## src/rtl/issue_pair_queue_if.sv

```systemverilog
// Handshake bundle between fetch/issue (master) and the pair queue (slave).
// DEPTH is carried here only to size the occupancy count.
interface issue_pair_queue_if #(
    parameter int DEPTH = 8,
    parameter int PC_W  = 13
);
    localparam int CW = $clog2(DEPTH) + 1;

    logic            fill_valid;
    logic [PC_W-1:0] fill_pc;
    logic [31:0]     fill_inst1;
    logic [31:0]     fill_inst2;
    logic            fill_ready;

    logic            issue_valid1;
    logic            issue_valid2;
    logic [PC_W-1:0] issue_pc1;
    logic [PC_W-1:0] issue_pc2;
    logic [31:0]     issue_inst1;
    logic [31:0]     issue_inst2;

    logic [1:0]      consume;
    logic            stall;
    logic            flush;
    logic [CW-1:0]   count;

    modport master (
        output fill_valid, fill_pc, fill_inst1, fill_inst2,
        output consume, stall, flush,
        input  fill_ready, issue_valid1, issue_valid2,
        input  issue_pc1, issue_pc2, issue_inst1, issue_inst2, count
    );

    modport slave (
        input  fill_valid, fill_pc, fill_inst1, fill_inst2,
        input  consume, stall, flush,
        output fill_ready, issue_valid1, issue_valid2,
        output issue_pc1, issue_pc2, issue_inst1, issue_inst2, count
    );
endinterface

```

## src/rtl/issue_pair_queue.sv

```systemverilog
// Ring-buffer instruction queue: accepts fetched pairs, presents the two
// oldest entries to the dual-issue checker, retires 0/1/2 per cycle.
module issue_pair_queue #(
    parameter int DEPTH = 8,
    parameter int PC_W  = 13
) (
    input  logic                 CLK,
    input  logic                 RST,
    issue_pair_queue_if.slave    bus
);
    localparam int AW = $clog2(DEPTH);
    localparam int CW = AW + 1;
    localparam logic [CW-1:0] DEPTH_C = CW'(DEPTH);
    localparam logic [CW-1:0] ONE_C   = CW'(1);
    localparam logic [CW-1:0] TWO_C   = CW'(2);

    logic [PC_W-1:0] pc_mem   [DEPTH];
    logic [31:0]     inst_mem [DEPTH];

    logic [AW-1:0] rd_ptr;
    logic [AW-1:0] wr_ptr;
    logic [AW-1:0] rd_ptr_p1;
    logic [AW-1:0] wr_ptr_p1;
    logic [CW-1:0] count_q;

    logic          fill_ready;
    logic          fill_take;
    logic [CW-1:0] cons_clip;
    logic [CW-1:0] take_n;
    logic [CW-1:0] count_nx;

    // Space check uses registered occupancy only, so a retire this cycle
    // never opens room for a fill in the same cycle.
    always_comb begin
        fill_ready = (DEPTH_C - count_q) >= TWO_C;
        fill_take  = bus.fill_valid & fill_ready & ~bus.flush;
        rd_ptr_p1  = rd_ptr + AW'(1);
        wr_ptr_p1  = wr_ptr + AW'(1);

        cons_clip = bus.consume[1] ? TWO_C : {{(CW-1){1'b0}}, bus.consume[0]};
        take_n    = '0;
        if (!bus.stall && !bus.flush) begin
            take_n = (cons_clip > count_q) ? count_q : cons_clip;
        end

        count_nx = count_q + (fill_take ? TWO_C : '0) - take_n;
    end

    always_ff @(posedge CLK or posedge RST) begin
        if (RST) begin
            rd_ptr  <= '0;
            wr_ptr  <= '0;
            count_q <= '0;
        end else if (bus.flush) begin
            rd_ptr  <= '0;
            wr_ptr  <= '0;
            count_q <= '0;
        end else begin
            rd_ptr  <= rd_ptr + take_n[AW-1:0];
            if (fill_take) begin
                wr_ptr <= wr_ptr + AW'(2);
            end
            count_q <= count_nx;
        end
    end

    // Storage is deliberately unreset; pointers and count define validity.
    always_ff @(posedge CLK) begin
        if (fill_take) begin
            pc_mem[wr_ptr]      <= bus.fill_pc;
            inst_mem[wr_ptr]    <= bus.fill_inst1;
            pc_mem[wr_ptr_p1]   <= bus.fill_pc + PC_W'(4);
            inst_mem[wr_ptr_p1] <= bus.fill_inst2;
        end
    end

    always_comb begin
        bus.fill_ready   = fill_ready;
        bus.count        = count_q;
        bus.issue_valid1 = count_q >= ONE_C;
        bus.issue_valid2 = count_q >= TWO_C;
        bus.issue_pc1    = '0;
        bus.issue_inst1  = '0;
        bus.issue_pc2    = '0;
        bus.issue_inst2  = '0;
        if (count_q >= ONE_C) begin
            bus.issue_pc1   = pc_mem[rd_ptr];
            bus.issue_inst1 = inst_mem[rd_ptr];
        end
        if (count_q >= TWO_C) begin
            bus.issue_pc2   = pc_mem[rd_ptr_p1];
            bus.issue_inst2 = inst_mem[rd_ptr_p1];
        end
    end
endmodule

```

## src/flat_wrapper.sv

```systemverilog
// flat-port wrapper written by rule: the top's interface ports become plain ports
module issue_pair_queue_flat 
#(
    parameter int DEPTH = 8,
    parameter int PC_W  = 13
)
  (CLK, RST, bus_fill_valid, bus_fill_pc, bus_fill_inst1, bus_fill_inst2, bus_consume, bus_stall, bus_flush, bus_fill_ready, bus_issue_valid1, bus_issue_valid2, bus_issue_pc1, bus_issue_pc2, bus_issue_inst1, bus_issue_inst2, bus_count);
  issue_pair_queue_if #(.DEPTH(DEPTH), .PC_W(PC_W)) bus_i ();
  input  logic CLK;
  input  logic RST;
  input wire logic [$bits(bus_i.fill_valid)-1:0] bus_fill_valid;
  input wire logic [$bits(bus_i.fill_pc)-1:0] bus_fill_pc;
  input wire logic [$bits(bus_i.fill_inst1)-1:0] bus_fill_inst1;
  input wire logic [$bits(bus_i.fill_inst2)-1:0] bus_fill_inst2;
  input wire logic [$bits(bus_i.consume)-1:0] bus_consume;
  input wire logic [$bits(bus_i.stall)-1:0] bus_stall;
  input wire logic [$bits(bus_i.flush)-1:0] bus_flush;
  output wire logic [$bits(bus_i.fill_ready)-1:0] bus_fill_ready;
  output wire logic [$bits(bus_i.issue_valid1)-1:0] bus_issue_valid1;
  output wire logic [$bits(bus_i.issue_valid2)-1:0] bus_issue_valid2;
  output wire logic [$bits(bus_i.issue_pc1)-1:0] bus_issue_pc1;
  output wire logic [$bits(bus_i.issue_pc2)-1:0] bus_issue_pc2;
  output wire logic [$bits(bus_i.issue_inst1)-1:0] bus_issue_inst1;
  output wire logic [$bits(bus_i.issue_inst2)-1:0] bus_issue_inst2;
  output wire logic [$bits(bus_i.count)-1:0] bus_count;
  assign bus_i.fill_valid = bus_fill_valid;
  assign bus_i.fill_pc = bus_fill_pc;
  assign bus_i.fill_inst1 = bus_fill_inst1;
  assign bus_i.fill_inst2 = bus_fill_inst2;
  assign bus_i.consume = bus_consume;
  assign bus_i.stall = bus_stall;
  assign bus_i.flush = bus_flush;
  assign bus_fill_ready = bus_i.fill_ready;
  assign bus_issue_valid1 = bus_i.issue_valid1;
  assign bus_issue_valid2 = bus_i.issue_valid2;
  assign bus_issue_pc1 = bus_i.issue_pc1;
  assign bus_issue_pc2 = bus_i.issue_pc2;
  assign bus_issue_inst1 = bus_i.issue_inst1;
  assign bus_issue_inst2 = bus_i.issue_inst2;
  assign bus_count = bus_i.count;
  issue_pair_queue #(.DEPTH(DEPTH), .PC_W(PC_W)) u_core (.CLK(CLK), .RST(RST), .bus(bus_i));
endmodule
```

## config.mk

```make
export PLATFORM = sky130hd
export DESIGN_NAME = issue_pair_queue_flat
export DESIGN_NICKNAME = d
export VERILOG_FILES = /design/src/rtl/issue_pair_queue_if.sv /design/src/rtl/issue_pair_queue.sv /design/src/flat_wrapper.sv
export SDC_FILE = /design/constraint.sdc
export NUM_CORES = 1
export LEC_CHECK = 0
export ABC_AREA = 1
export CAP_MARGIN = 20
export CORE_UTILIZATION = 35
export DETAILED_ROUTE_END_ITERATION = 12
export SLEW_MARGIN = 10
export SYNTH_ARGS = -nofsm -noshare
export SYNTH_HDL_FRONTEND = slang
export SYNTH_SLANG_ARGS = --single-unit
```

## constraint.sdc

```tcl
create_clock -name CLK -period 6.65 [get_ports CLK]
set_clock_uncertainty 0.15 [all_clocks]
set_input_delay 0.9975 -clock CLK [delete_from_list [all_inputs] [get_ports CLK]]
set_output_delay 0.9975 -clock CLK [all_outputs]
set_load 0.01 [all_outputs]
```

Yosys cells after proc, flatten, opt, wreduce, memory -nomap -nowiden --
Memory sizes are Yosys's and may differ from the RTL's. Cells that the tools add are included.
Cells by class: $mul 0, $add $sub $neg 8, multiplexer cells 14, div/mod/pow operators 0, reduce and logical (&&, ||, !) cells 4, $lt $le $gt $ge 4, bitwise operators 3, eq/ne operators 0, shifts and indexed selects 0
Operators with widths (number):
- 32-bit two-way mux | 2
- 13-bit two-way mux | 2
- 13-bit by 3-bit adder with 13-bit output, second input constant | 1
- 4-bit two-way mux | 3
- 3-bit two-way mux | 3
- 4-bit by 2-bit greater-or-equal comparator with 1-bit output, second input constant | 2
- 3-bit by 1-bit adder with 3-bit output, second input constant | 2
- 4-bit adder | 1
- 4-bit by 1-bit greater-or-equal comparator with 1-bit output, second input constant | 1
- 4-bit greater-than comparator | 1
- 2-bit two-way mux | 2
- 4-bit subtractor | 1
- 4-bit subtractor, first input constant | 1
- 3-bit by 2-bit adder with 3-bit output, second input constant | 1
- 3-bit adder | 1
- 1-bit AND | 2
- 1-bit logical NOT | 2
- 1-bit two-way mux | 2
- 2-bit nonzero test | 1
- 1-bit logical AND | 1
- 1-bit NOT | 1
Storage, ports and cells: flip-flop bits (word level) 10, bits of input ports 84, ROM bits 0, latch bits 0, memories kept 2, bits in writable memories 360, output and inout port bits 97, word-level logic and storage cells 38
Memories:
- u_core.inst_mem | words 8, width 32, rd ports 2, clocked after memory_dff 0, write ports 2, line issue_pair_queue.sv:18 | logic [31:0] inst_mem [DEPTH];
- u_core.pc_mem | words 8, width 13, rd ports 2, clocked after memory_dff 0, write ports 2, line issue_pair_queue.sv:17 | logic [PC_W-1:0] pc_mem [DEPTH];

Longest topological paths before layout --
depth in word-level cells 8, depth in mapped cells 14, mapped depth without buffers 14

Worst setup path before layout --
No wires, ideal clock.
path type input to register, start input bus_fill_valid, end memory u_core.inst_mem[1][0], enable pin, arrival 3.532 ns, cell stages on the path 3, library setup time 0.448 ns, buffers on the path 1, required time 6.052 ns, slack 2.520 ns, path through clkbuf_1 -> nand3_4 -> nor2_1
RTL lines:
- start, declared | line flat_wrapper.sv:11 | input wire logic [$bits(bus_i.fill_valid)-1:0] bus_fill_valid;
- end, declared | line issue_pair_queue.sv:18

Worst setup path in the final report --
start register u_core.rd_ptr[0], end output bus_issue_inst2[18]
On the way: word-level cells in the longest chain between the ends 3
RTL lines:
- start, declared | line issue_pair_queue.sv:20 | logic [AW-1:0] rd_ptr;
- start signal, assigned | line issue_pair_queue.sv:59 | rd_ptr <= rd_ptr + take_n[AW-1:0];
- 3-bit by 1-bit adder with 3-bit output | line issue_pair_queue.sv:37 | rd_ptr_p1 = rd_ptr + AW'(1);
- memory 8 x 32 bit
- 32-bit two-way mux | line issue_pair_queue.sv:90 | if (count_q >= TWO_C) begin
- end, declared | line flat_wrapper.sv:24 | output wire logic [$bits(bus_i.issue_inst2)-1:0] bus_issue_inst2;
Every way passes these cells.

==> results_dict.tcl <==
set metrics [dict create \
    required_ns 5.50 \
    die_y_um 249 \
    synth_seq_cells 369 \
    maxCapViolations 0 \
    met3_usage_pct 2.71 \
    worstPathCellList "buf_4 -> buf_4 -> nor2_1 -> o21ai_0 -> a21boi_1 -> nor3_1 -> clkdlybuf4s50_1" \
    syn_to_final_growth_pct 16.1 \
    cts.clk_slew.worst_paths_ns 0.06 \
    nNetsFinal 2787 \
    crit_path_frequent_cell "buf_4" \
    whs_ns 0.538 \
    syn-instance-count 2647 \
    tns_ns 0 \
    syn_avg_cell_area_um2 8.07 \
    wl_per_cell_um 19.9 \
    port_buffers 180 \
    drt-initial-drc-count 1771 \
    cp_slowest_cell "buf_4" \
    clkLatencyLatePin_ns 0.57 \
    rsz0062_at_grt "false" \
    use_met2_pct 38.0 \
    cp-start-kind "flip-flop" \
    period_needed_ns 5.88 \
    drc 0 \
    die_area_um2 62000 \
    slew_headroom_pct 24.5 \
    detail-route-antenna-nets 0 \
    post-route-period-util_pct 88.4 \
    top_usage_layer "met2" \
    setup_viol 0 \
    cts_buffer_depth 3 \
    wl_mm 69.7 \
    synth_fp_nets 2753 \
    netlist_area_um2 21400 \
    hold_violations 0 \
    drive_gt1_share_pct 6.01 \
    use_met1_pct 27.6 \
    cts_resized 0 \
    ys_warn_count 0 \
    grt_pass1_wl_mm 104 \
    hold_class "reg -> reg" \
    clock-sinks 369 \
    synth_edf_count 360 \
    via_count 18700 \
    via_per_inst 5.35 \
    grt_pass1_vias 17700 \
    cp_slowest_stage_delay_ns 0.91 \
    antenna_found_initial 3 \
    pwr_density_cell_nw_per_um2 375 \
    ios 181 \
    setup_ws_ns 0.771 \
    finalMaxSlewViolations 0 \
    design_area_um2 24800 \
    cts_hold_buf 0 \
    cts-root-buf "clkbuf_16" \
    cp_data_arrival_time_ns 4.73 \
    p_leak_uw 0.00989 \
    endpoint_kind "primary output" \
    crit_fanout 116 \
    crit_type "reg -> out" \
    async_reset_ff_share_pct 2.44 \
    synth_ff_type "edfxtp_1" \
    ys_seq_area_share_pct 51.7 \
    gr-total-overflow 0 \
    diodes 0 \
    track_usage_pct 21.9 \
    fmax_mhz 170 \
    yosysUniqueCellTypes 35 \
    cts_buffers 42 \
    coreArea_um2 60400 \
    cts_setup_buffers 0 \
    post-place-ws_ns 1.49 \
    h-tree-depth 2 \
    hpwl_mm 39.7 \
    vdd_ir_drop_max_mv 0.217 \
    final_util_pct 41.1 \
    grt_max_degree 153 \
    fillerInstances 5884 \
    firstDrtPassIters 8 \
    gp_congestion 0.822 \
    start_util_pct 35.4 \
    placed_area_um2 23500 \
    tightest_slew_ns 1.13 \
    status "complete, no violations" \
    rows 90 \
    die_x_um 249 \
    cts_tree "done" \
]
==> layout by cell type (no fill, tap or decap), types with 2 or more instances in the layout <==
cell             count
nand2_1            850
edfxtp_1           360
a21oi_1            318
o21ai_0            221
nor2_1             194
clkdlybuf4s50_1    180
inv_1              166
nor3_1              92
nand3_1             51
or2_2               46
clkbuf_16           45
a21boi_0            30
buf_4               30
ha_1                18
a21boi_1            15
o21ai_1             11
clkbuf_1            11
clkinv_2             9
clkinv_1             7
dfrtp_1              7
xor2_1               6
inv_2                4
nor2_8               4
nor2_4               4
nand4_1              3
nand4_2              3
fa_1                 3
bufinv_16            3
nand3_4              2
buf_16               2
buf_12               2
==> flip-flops by register name (all words and copies together), names as in the netlist <==
register and count:
u_core.bus.count 4, u_core.inst_mem 256, u_core.pc_mem 104, u_core.rd_ptr 3, u_core.wr_ptr 2
==> per-stage QoR <==
| stage | power (µW) | cells |
|---|---|---|
| detailed placement | 7010 | 3418 |
| finish | 9300 | 3494 |
| floorplan | 5170 | 2647 |
| global placement | 6950 | 3417 |
| global route | 9750 | 3494 |
| CTS | 9320 | 3493 |
==> Yosys cell counts, drive strengths merged (7+ instances only) <==
cell | count | area share, %
clkbuf | 127 | 2.2
ha | 19 | 1.1
nor2 | 203 | 3.9
buf | 97 | 2.7
edfxtp | 360 | 51
a21oi | 318 | 7.4
dfrtp | 9 | 1.1
or2 | 46 | 1.3
a21boi | 45 | 1.6
xor2 | 7 | 0.29
o21ai | 232 | 5.4
nand3 | 53 | 1.4
nand2 | 850 | 15
inv | 173 | 3.0
nor3 | 93 | 2.2
==> worst max-delay path, delay by kind of cell, from the launching register on <==
family                 cells  cell delay [ns]
AOI/OAI and AO/OA          2             0.31
buffers and inverters      3             2.38
DFF                        1             0.80
and+or+nand+nor            2             0.54
==> cells by family (layout without fill, tap and decap cells) <==
| family | count (synthesis) | count (layout) | share of synthesized area (%) |
|---|---|---|---|
| xor gates and xnor gates | 8 | 8 | 0.328 |
| DFF | 369 | 369 | 51.7 |
| adders and majority gates | 22 | 22 | 1.39 |
| AOI/OAI and AO/OA | 597 | 597 | 14.5 |
| buffers and inverters | 397 | 462 | 8.00 |
| and+or+nand+nor | 1254 | 1254 | 24.1 |
==> final cells by class <==
type | count | area [µm²] | share of cell area [%]
Clock buffer | 56 | 1170 | 4.70
Clock inverter | 19 | 164 | 0.661
Inverter | 173 | 658 | 2.65
Multi-Input combinational cell | 1881 | 8680 | 35.0
Sequential cell | 369 | 11000 | 44.5
Tap cell | 782 | 978 | 3.94
Timing Repair Buffer | 214 | 2120 | 8.55
==> power by group <==
part           internal (µW)  switching, µW  leakage (µW)
clock network           1340            952      0.000652
logic                   1500           2540       0.00585
registers               2850            113       0.00338
==> final timing paths <==
check	to	from	slack [ns]	cells after the start
max in group asynchronous	u_core.rd_ptr[0]	RST	5.47	2
min	u_core.wr_ptr[2]	u_core.wr_ptr[2]	0.54	2
min reg2reg	u_core.wr_ptr[2]	u_core.wr_ptr[2]	0.54	2
max	bus_issue_inst2[18]	u_core.rd_ptr[0]	0.77	7
max reg2reg	u_core.bus.count[3]	u_core.bus.count[1]	3.12	14
min in group asynchronous	u_core.bus.count[3]	RST	0.56	2
==> layer usage <==
layer,routed length (µm),share of wire (%)
met5,34,0.049
met4,2200,3.2
met3,5030,7.2
met2,34000,49
met1,28400,41
Power figures use the tool's default switching activity.
